File: config.mk
export PLATFORM = sky130hd
export DESIGN_NAME = alu_pipe
export DESIGN_NICKNAME = d
export VERILOG_FILES = /design/src/rtl/alu_pkg.sv /design/src/rtl/alu_clamp.sv /design/src/rtl/alu_pipe.sv
export SDC_FILE = /design/constraint.sdc
export NUM_CORES = 1
export LEC_CHECK = 0
export BUFFER_PORTS_ARGS = -buffer_cell sky130_fd_sc_hd__buf_2
export CORE_ASPECT_RATIO = 0.7
export CORE_MARGIN = 2
export CORE_UTILIZATION = 50
export CTS_BUF_LIST = sky130_fd_sc_hd__clkbuf_8 sky130_fd_sc_hd__clkbuf_16
export DETAILED_ROUTE_END_ITERATION = 8
export PLACE_DENSITY = 0.67
export SLEW_MARGIN = 20
export SYNTH_ARGS = -nofsm -noshare
export SYNTH_HDL_FRONTEND = slang
export SYNTH_SLANG_ARGS = --single-unit
File: constraint.sdc
create_clock -name clk -period 15.67 [get_ports clk]
set_input_delay 1.567 -clock clk [delete_from_list [all_inputs] [get_ports clk]]
set_output_delay 1.567 -clock clk [all_outputs]
set_load 0.01 [all_outputs]
File: src/rtl/alu_pkg.sv
// alu_pkg: shared definitions for the pipelined ALU.
//   OP_W      : width of the op field, shared with the legacy ALU decode
//   op_t      : op field type
//   OP_*      : op encodings (zero / add / mul / mac)
package alu_pkg;

    localparam int OP_W = 2;

    typedef logic [OP_W-1:0] op_t;

    localparam op_t OP_ZERO = 2'b00;
    localparam op_t OP_ADD  = 2'b01;
    localparam op_t OP_MUL  = 2'b10;
    localparam op_t OP_MAC  = 2'b11;

endpackage

File: src/rtl/alu_clamp.sv
// alu_clamp: reduces a full-width arithmetic value to WIDTH bits.
//   full_val : untruncated value (2*WIDTH+1 bits)
//   ovf      : overflow indication for full_val
//   val      : low WIDTH bits, or all-ones when SATURATE=1 and ovf=1
module alu_clamp #(
    parameter int WIDTH    = 16,
    parameter int SATURATE = 0
) (
    input  logic [2*WIDTH:0]  full_val,
    input  logic              ovf,
    output logic [WIDTH-1:0]  val
);

    // Wrap by truncation, or clamp to all-ones on overflow when saturating.
    always_comb begin
        val = full_val[WIDTH-1:0];
        if ((SATURATE != 0) && ovf) begin
            val = {WIDTH{1'b1}};
        end else begin
            val = full_val[WIDTH-1:0];
        end
    end

endmodule

File: src/rtl/alu_pipe.sv
// alu_pipe: pipelined add / mul / multiply-accumulate ALU with valid/ready.
//   clk, rst           : clock, synchronous active-high reset
//   in_valid, in_ready : operand handshake (in_ready = pipeline enable)
//   a, b               : unsigned operands
//   op                 : 00 zero, 01 add, 10 mul, 11 mac
//   acc_clr            : with mac, accumulate from 0 instead of acc
//   out_valid,out_ready: result handshake
//   result, ovf        : registered result and its overflow flag
// Register layers: operand capture (S1), S1 sum/product capture, then the S2
// result/acc registers, giving two edges from acceptance to out_valid.
module alu_pipe
    import alu_pkg::*;
#(
    parameter int WIDTH    = 16,
    parameter int SATURATE = 0
) (
    input  logic             clk,
    input  logic             rst,
    input  logic             in_valid,
    output logic             in_ready,
    input  logic [WIDTH-1:0] a,
    input  logic [WIDTH-1:0] b,
    input  logic [OP_W-1:0]  op,
    input  logic             acc_clr,
    output logic             out_valid,
    input  logic             out_ready,
    output logic [WIDTH-1:0] result,
    output logic             ovf
);

    logic               en_s;

    logic               s1_valid_r;
    logic [WIDTH-1:0]   s1_a_r;
    logic [WIDTH-1:0]   s1_b_r;
    op_t                s1_op_r;
    logic               s1_clr_r;
    logic [WIDTH:0]     s1_sum_s;
    logic [2*WIDTH-1:0] s1_prod_s;

    logic               s2_valid_r;
    logic [WIDTH:0]     s2_sum_r;
    logic [2*WIDTH-1:0] s2_prod_r;
    op_t                s2_op_r;
    logic               s2_clr_r;

    logic [2*WIDTH:0]   s2_full_s;
    logic               s2_ovf_s;
    logic [WIDTH-1:0]   s2_acc_base_s;
    logic [WIDTH-1:0]   s2_clamp_s;

    logic               out_valid_r;
    logic [WIDTH-1:0]   result_r;
    logic               ovf_r;
    logic [WIDTH-1:0]   acc_r;

    // Whole pipeline stalls only when a result is waiting and not taken.
    always_comb begin
        en_s = !(out_valid_r && !out_ready);
    end

    assign in_ready  = en_s;
    assign out_valid = out_valid_r;
    assign result    = result_r;
    assign ovf       = ovf_r;

    // Full-precision sum and product of the registered operands.
    always_comb begin
        s1_sum_s  = {1'b0, s1_a_r} + {1'b0, s1_b_r};
        s1_prod_s = {{WIDTH{1'b0}}, s1_a_r} * {{WIDTH{1'b0}}, s1_b_r};
    end

    // S1 operand capture.
    always_ff @(posedge clk) begin
        if (rst) begin
            s1_valid_r <= 1'b0;
            s1_a_r     <= {WIDTH{1'b0}};
            s1_b_r     <= {WIDTH{1'b0}};
            s1_op_r    <= OP_ZERO;
            s1_clr_r   <= 1'b0;
        end else if (en_s) begin
            s1_valid_r <= in_valid;
            if (in_valid) begin
                s1_a_r   <= a;
                s1_b_r   <= b;
                s1_op_r  <= op_t'(op);
                s1_clr_r <= acc_clr;
            end
        end
    end

    // S1 sum/product capture feeding S2.
    always_ff @(posedge clk) begin
        if (rst) begin
            s2_valid_r <= 1'b0;
            s2_sum_r   <= {(WIDTH+1){1'b0}};
            s2_prod_r  <= {(2*WIDTH){1'b0}};
            s2_op_r    <= OP_ZERO;
            s2_clr_r   <= 1'b0;
        end else if (en_s) begin
            s2_valid_r <= s1_valid_r;
            if (s1_valid_r) begin
                s2_sum_r  <= s1_sum_s;
                s2_prod_r <= s1_prod_s;
                s2_op_r   <= s1_op_r;
                s2_clr_r  <= s1_clr_r;
            end
        end
    end

    // Select the full-width value and its overflow per op; acc is read here only.
    always_comb begin
        s2_full_s     = {(2*WIDTH+1){1'b0}};
        s2_ovf_s      = 1'b0;
        s2_acc_base_s = s2_clr_r ? {WIDTH{1'b0}} : acc_r;
        case (s2_op_r)
            OP_ZERO: begin
                s2_full_s = {(2*WIDTH+1){1'b0}};
                s2_ovf_s  = 1'b0;
            end
            OP_ADD: begin
                s2_full_s = {{WIDTH{1'b0}}, s2_sum_r};
                s2_ovf_s  = s2_sum_r[WIDTH];
            end
            OP_MUL: begin
                s2_full_s = {1'b0, s2_prod_r};
                s2_ovf_s  = |s2_prod_r[2*WIDTH-1:WIDTH];
            end
            OP_MAC: begin
                s2_full_s = {{(WIDTH+1){1'b0}}, s2_acc_base_s} + {1'b0, s2_prod_r};
                s2_ovf_s  = |s2_full_s[2*WIDTH:WIDTH];
            end
            default: begin
                s2_full_s = {(2*WIDTH+1){1'b0}};
                s2_ovf_s  = 1'b0;
            end
        endcase
    end

    alu_clamp #(
        .WIDTH    (WIDTH),
        .SATURATE (SATURATE)
    ) u_clamp (
        .full_val (s2_full_s),
        .ovf      (s2_ovf_s),
        .val      (s2_clamp_s)
    );

    // S2 result, flag and accumulator registers; bubbles never touch acc.
    always_ff @(posedge clk) begin
        if (rst) begin
            out_valid_r <= 1'b0;
            result_r    <= {WIDTH{1'b0}};
            ovf_r       <= 1'b0;
            acc_r       <= {WIDTH{1'b0}};
        end else if (en_s) begin
            out_valid_r <= s2_valid_r;
            if (s2_valid_r) begin
                result_r <= s2_clamp_s;
                ovf_r    <= s2_ovf_s;
                if (s2_op_r == OP_MAC) begin
                    acc_r <= s2_clamp_s;
                end
            end
        end
    end

endmodule
==> flow_summary.yaml, run 1 <==
run_status:
  outcome: "complete, no violations"
layout:
  num-nets-final: 2200
  n_antenna_cell: 0
  final_layout_size_suffix_gt1_share_pct: 7.38
  n_fill_cell: 2840
  final_common_cell: "nand2_1"
  final_cell_mix: "nand2_1, inv_1, fa_1"
  multi_input_area_um2: 11400
  regArea_um2: 2460
  areaGrowthSynthToFinish_pct: 7.23
  instances_no_fill: 2227
hold_path:
  whs_endpoint: "acc_r[5]"
  hold_depth: 2
  hold_path_class: "reg2reg"
  min-delay-start: "acc_r[5]"
global_route:
  grt_overflow_total: 0
  grt_antenna_before_repair: 0
  grt_pass1_vias: 13200
  grt_pass1_wl_mm: 69.7
  track_usage_pct: 28.7
  grt_max_degree: 68
yosys:
  synth_cell_types: 81
  synth_edf_count: 0
  syn_nets: 2203
  synth_top_area_cell: "fa_1"
  syn-cell-area_um2: 15100
  syn_avg_cell_area_um2: 8.22
  ys_ff_latch: 123
  yosys_warnings: 0
  synth-async-reset-ratio_pct: 0
  synth_ff_type: "dfxtp_1"
  ys_seq_area_share_pct: 16.3
  synth_top_area_share_pct: 26.1
  synthCells: 1832
  yosys-top-cells-area: "fa_1, dfxtp_1, ha_1"
floorplan:
  num_rows: 53
  core_um2: 29800
  start_util_pct: 50.5
  io_pins: 58
  dieArea_um2: 31500
  die_w_um: 211
  die_h_um: 149
power_and_ir_drop:
  pwr-share-seq_pct: 36.3
  irDropWorstVdd_mv: 0.0788
  powerDensity_nw_per_um2: 62.2
  p_leak_nw: 7.51
  clkPwrFrac_pct: 41.2
  switching_share_pct: 35.8
  p_int_mw: 0.645
  power_frac_comb_pct: 22.5
  p_switching_mw: 0.359
timing:
  fin_worst_skew_ns: 0.0147
  hold_ws_ns: 0.450
  slew_headroom_pct: 39.2
  fmax_mhz: 146
  hold_viol_final: 0
  final-setup-viol-count: 0
  fin_setup_tns_ns: 0
  min_period_ns: 6.87
  fin_crit_sh_pct: 43.8
  setup_ws_ns: 8.80
  worst_pin_slew_ns: 0.912
  rsz0062_at_grt: "no"
  drv_slew: 0
detailed_routing:
  postRouteAntennaNets: 0
  wire_per_inst_um: 18.9
  dr.pass1.iters: 6
  viasPerCell: 5.70
  vias: 12700
  finalWirelength_mm: 42.1
  drc: 0
  drtIter0Drc: 1095
run:
  cap_viol_max_count: 0
critical_path:
  reg2reg_to: "s2_prod_r[31]"
  critPathTopFamily: "adder cells"
  critPathSlowestCell: "dfxtp_1"
  critPathBufInv: 4
  worstPathRequired_ns: 16.01
  end_kind: "flip-flop"
  crit_fanout: 17
  worstSetupStartpointType: "flip-flop"
  ff2ff_setup_slack_ns: 8.80
  reg2reg_depth: 21
  reg2reg_from: "s1_b_r[9]"
  crit_type: "reg2reg"
  crit_path_frequent_cell: "fa_1"
  cpPeakStageDelay_ns: 0.74
  crit_arrival_ns: 7.21
  cp_cell_sequence: "ha_1 > inv_1 > fa_1 > fa_1 > inv_1 > fa_1 > fa_1 > fa_1 > inv_1 > fa_1 > inv_1 > ha_1 > a21o_1 > a21o_1 > a21oi_1 > a21bo_1 > a221o_1 > a21oi_2 > a21oi_1 > or3_1 > a32o_1"
place:
  preCtsSetupSlack_ns: 8.85
  numPortBuffers: 57
  gp_congestion: 0.960
  dpl.cell_count: 2195
  dp_hpwl_mm: 33.0
clocking:
  ctsLongestPathBuffers: 2
  cts_hold_repair.buffers: 0
  htree_levels: 4
  clk_latency_ns: 0.44
  cts_tree: "yes"
  clock_sinks: 123
  cts_resized: 0
  path_clk_slew_ns: 0.07
  numCtsBuffers: 17
  ctsRootBufferMaster: "clkbuf_16"
  post_cts_buffers: 0
-- worst max-delay path by stage --
stage | start | to | slack [ns] | cells after the start
after floorplan | s1_a_r[6] | s2_prod_r[31] | 9.45 | 21
after global placement | s1_b_r[9] | s2_prod_r[31] | 9.03 | 21
after global routing | s1_b_r[9] | s2_prod_r[31] | 8.51 | 21
final | s1_b_r[9] | s2_prod_r[31] | 8.80 | 21
after detailed placement | s1_b_r[9] | s2_prod_r[31] | 8.85 | 21
after CTS | s1_b_r[9] | s2_prod_r[31] | 8.83 | 21
-- cell usage after synthesis, types with 3 or more instances --
master / instances
nand3_1: 25
o21ai_0: 43
buf_1: 6
a31oi_1: 10
a211oi_1: 24
or3_1: 4
a21o_1: 15
xnor2_1: 39
nor4_1: 3
o21a_1: 5
clkbuf_1: 76
nand4_1: 8
nand2b_1: 6
a21oi_2: 3
o31ai_1: 3
a32o_1: 3
ha_1: 136
or2_2: 5
dfxtp_1: 123
a22o_1: 3
nor2b_1: 28
o2111a_1: 3
a221oi_1: 4
a21oi_1: 142
fa_1: 196
and3_1: 10
inv_1: 231
o2111ai_1: 4
nand2_1: 347
buf_2: 6
mux2_2: 13
nor3_1: 26
o211ai_1: 10
nand3b_1: 4
o21ai_1: 8
mux2i_1: 5
xor2_1: 10
nor2_1: 78
and2_1: 116
-- routing by layer --
| metal | global-route usage (%) | vias up | wire (um) |
|---|---|---|---|
| met5 | 0 | - | 0 |
| met1 | 40.9 | 6200 | 19700 |
| met3 | 6.27 | 81 | 3240 |
| li1 | - | 5934 | - |
| met4 | 8.63 | 0 | 1130 |
| met2 | 43.8 | 476 | 18000 |
-- power groups by stage --
stage,combinational [mW],clock [mW],sequential (mW)
floorplan,0.174,0,0.346
global route,0.258,0.432,0.367
global placement,0.220,0,0.369
CTS,0.226,0.418,0.363
detailed placement,0.223,0,0.370
finish,0.226,0.414,0.365
-- state kept, by name, summed over array words and instances, names as in the netlist --
signal      flops
s1_valid_r      1
s2_sum_r       17
s2_clr_r        1
s1_a_r         16
s2_valid_r      1
s1_op_r         2
acc_r          16
ovf             1
s2_prod_r      32
s2_op_r         2
s1_clr_r        1
out_valid       1
s1_b_r         16
result         16
-- worst min-delay path, stage by stage (launching register included) --
cell	delay (ns)
dfxtp_1	0.31
nand2_1	0.05
a21oi_1	0.05
-- per-stage QoR --
step	area [um^2]	total power, mW	utilization (%)
floorplan	15100	0.520	-
global placement	15600	0.589	52.1
detailed placement	15600	0.593	52.1
CTS	16100	1.01	54.1
global route	16100	1.06	54.1
finish	16100	1.00	54.1
-- cell type report --
type / count / area share [%]
sequential: 123 / 15.2
multi-input combinational: 1389 / 70.5
tap: 385 / 2.98
clock inverter: 15 / 1.02
clock buffer: 17 / 2.63
timing repair buffer: 67 / 2.25
inverter: 231 / 5.37
-- cell families after synthesis --
family                   count (synthesis)  share of synthesized area [%]
AO/OA/AOI/OAI                          316                           13.2
XOR/XNOR                                49                           2.85
adder cells (fa/ha/maj)                332                           37.4
buffers and inverters                  320                           8.08
flip-flops                             123                           16.3
multiplexers                            19                           1.38
AND/OR/NAND/NOR                        673                           20.8
Power figures use the tool's default switching activity.
==> run 2, diff against run 1 <==
Settings changed: ABC_AREA set to 1.
Clock period 15.67 ns to 6.6 ns, I/O delays scaled along.
==> flow_summary.yaml, run 2 <==
run_status:
  outcome: "complete, no violations"
power_and_ir_drop:
  p_switching_mw: 1.34
  clkPwrFrac_pct: 29.2
  power_mw: 3.11
  p_int_mw: 1.77
  p_leak_nw: 9.80
  power_frac_comb_pct: 42.5
  irDropWorstVdd_mv: 0.208
  powerDensity_nw_per_um2: 183
  switching_share_pct: 43.0
  pwr-share-seq_pct: 28.3
timing:
  rsz0062_at_grt: "no"
  drv_slew: 0
  worst_pin_slew_ns: 0.876
  fmax_mhz: 157
  final-setup-viol-count: 0
  min_period_ns: 6.37
  fin_setup_tns_ns: 0
  fin_worst_skew_ns: 0.00923
  slew_headroom_pct: 41.5
  fin_crit_sh_pct: 96.4
  hold_viol_final: 0
clocking:
  numCtsBuffers: 17
  clock_sinks: 123
  cts_tree: "yes"
  path_clk_slew_ns: 0.07
  htree_levels: 4
  cts_hold_repair.buffers: 0
  ctsLongestPathBuffers: 2
  cts_resized: 0
  ctsRootBufferMaster: "clkbuf_16"
  clk_latency_ns: 0.44
  post_cts_buffers: 0
yosys:
  ys_seq_area_share_pct: 15.6
  synthCells: 2237
  syn-cell-area_um2: 15800
  syn_nets: 2608
  yosys-top-cells-area: "fa_1, dfxtp_1, inv_1"
  yosys_warnings: 0
  synth_top_area_share_pct: 24.8
  synth_top_area_cell: "fa_1"
  synth_ff_type: "dfxtp_1"
  syn_avg_cell_area_um2: 7.07
  post-synth-top-count-cell: "inv_1"
  ys_ff_latch: 123
  synth_edf_count: 0
  synthTopCellsByCount: "inv_1, nand2_1, fa_1, nor2_1, ha_1"
  synth_cell_types: 49
  synth-async-reset-ratio_pct: 0
global_route:
  grt_pass1_vias: 13900
  grt_max_degree: 83
  track_usage_pct: 28.7
  grt_pass1_wl_mm: 74.3
  grt_overflow_total: 0
  grt_antenna_before_repair: 0
floorplan:
  io_pins: 58
  num_rows: 54
  die_h_um: 153
  dieArea_um2: 33100
  core_um2: 31100
  start_util_pct: 50.8
  die_w_um: 217
layout:
  final_layout_size_suffix_gt1_share_pct: 7.62
  areaGrowthSynthToFinish_pct: 7.70
  instances_no_fill: 2677
  final_cell_mix: "inv_1, nand2_1, fa_1"
  largest_reg_flops: 32
  reg.largest.list: "s2_prod_r: 32 flops, s2_sum_r: 17 flops"
  top_register: "s2_prod_r"
  num-nets-final: 2615
  n_antenna_cell: 0
  n_fill_cell: 3067
  final_common_cell: "inv_1"
critical_path:
  crit_type: "reg2reg"
  crit_fanout: 9
  worstPathRequired_ns: 6.94
  end_kind: "flip-flop"
  worstSetupStartpointType: "flip-flop"
  crit_arrival_ns: 6.70
place:
  gp_congestion: 0.916
  numPortBuffers: 57
  dp_hpwl_mm: 36.7
  dpl.cell_count: 2645
detailed_routing:
  drtIter0Drc: 1144
  finalWirelength_mm: 45.3
  wire_per_inst_um: 16.9
  dr.pass1.iters: 8
  postRouteAntennaNets: 0
  viasPerCell: 5.23
  drc: 0
  vias: 14000
run:
  cap_viol_max_count: 0
hold_path:
  hold_path_class: "in2reg"
-- run 2: cell types whose count changed after synthesis, moves of 17 or more --
cell      change
a211oi_1     -22
o21ai_0      +90
xnor2_1      -27
nand3_1      +21
and2_1      -112
inv_1       +303
clkbuf_1     +23
nand2_1     +137
nor3_1       -17
nor2b_1      -28
nor2_1      +109
-- run 2: routing by layer --
metal  GRT usage, %  vias up  share of wire [%]
met5           1.30        -               0.13
met4           5.38        2                1.3
met3           5.03       44                7.4
met2           43.4      490                 43
met1           43.1     6733                 48
li1               -     6743                  -
-- run 2: final timing paths --
check	cells past startpoint	from	end	slack (ns)
worst max-delay path	22	s1_a_r[5]	s2_prod_r[24]	0.23
worst min-delay path	3	a[8]	s1_a_r[8]	0.47
worst max register to register	22	s1_a_r[5]	s2_prod_r[24]	0.23
worst min register to register	2	s1_valid_r	s1_valid_r	0.47
-- run 2: critical path, cell delays in order (launching register included) --
cell	delay, ns
dfxtp_1	0.69
buf_4	0.29
ha_1	0.25
fa_1	0.43
inv_1	0.08
fa_1	0.43
fa_1	0.45
fa_1	0.49
inv_1	0.05
fa_1	0.56
fa_1	0.44
ha_1	0.39
a21oi_1	0.30
o21ai_0	0.19
a21oi_2	0.33
inv_1	0.08
a21oi_1	0.24
o21ai_1	0.14
nand2_1	0.10
a21o_1	0.11
nand3_1	0.07
nand2_1	0.10
inv_1	0.04
-- run 2: stage by stage --
step                area, um^2  hold slack (ns)  util, %  setup slack, ns
global route             17000            0.485     54.7           0.0304
finish                   17000            0.472     54.7            0.235
global placement         16500            0.453     53.0            0.265
CTS                      17000            0.465     54.7            0.214
floorplan                15800            0.436        -             1.03
detailed placement       16500            0.470     53.0            0.233
-- run 2: cell families after synthesis --
kind of cell               count (synthesis)  share of synthesized area (%)
and+or+nand+nor                          770                           19.7
buffers and inverters                    645                           15.4
adders and majority gates                332                           35.6
AOI/OAI and AO/OA                        330                           11.7
DFF                                      123                           15.6
xor gates and xnor gates                  37                           2.05
-- run 2: final cells by class --
type / instances / area [um^2] / area share, %
timing repair buffer: 92 / 548 / 3.22
clock inverter: 14 / 98.8 / 0.580
sequential: 123 / 2460 / 14.5
tap: 420 / 526 / 3.08
multi-input combinational: 1469 / 10900 / 64.2
inverter: 541 / 2030 / 11.9
clock buffer: 18 / 439 / 2.58
-- run 2: power groups by stage --
stage	Combinational (mW)	Clock (mW)	Sequential, mW
2_1_floorplan	0.972	0	0.839
3_3_place_gp	1.29	0	0.893
3_5_place_dp	1.30	0	0.894
4_1_cts	1.32	0.920	0.878
5_1_grt	1.51	0.946	0.887
6_report	1.32	0.908	0.881
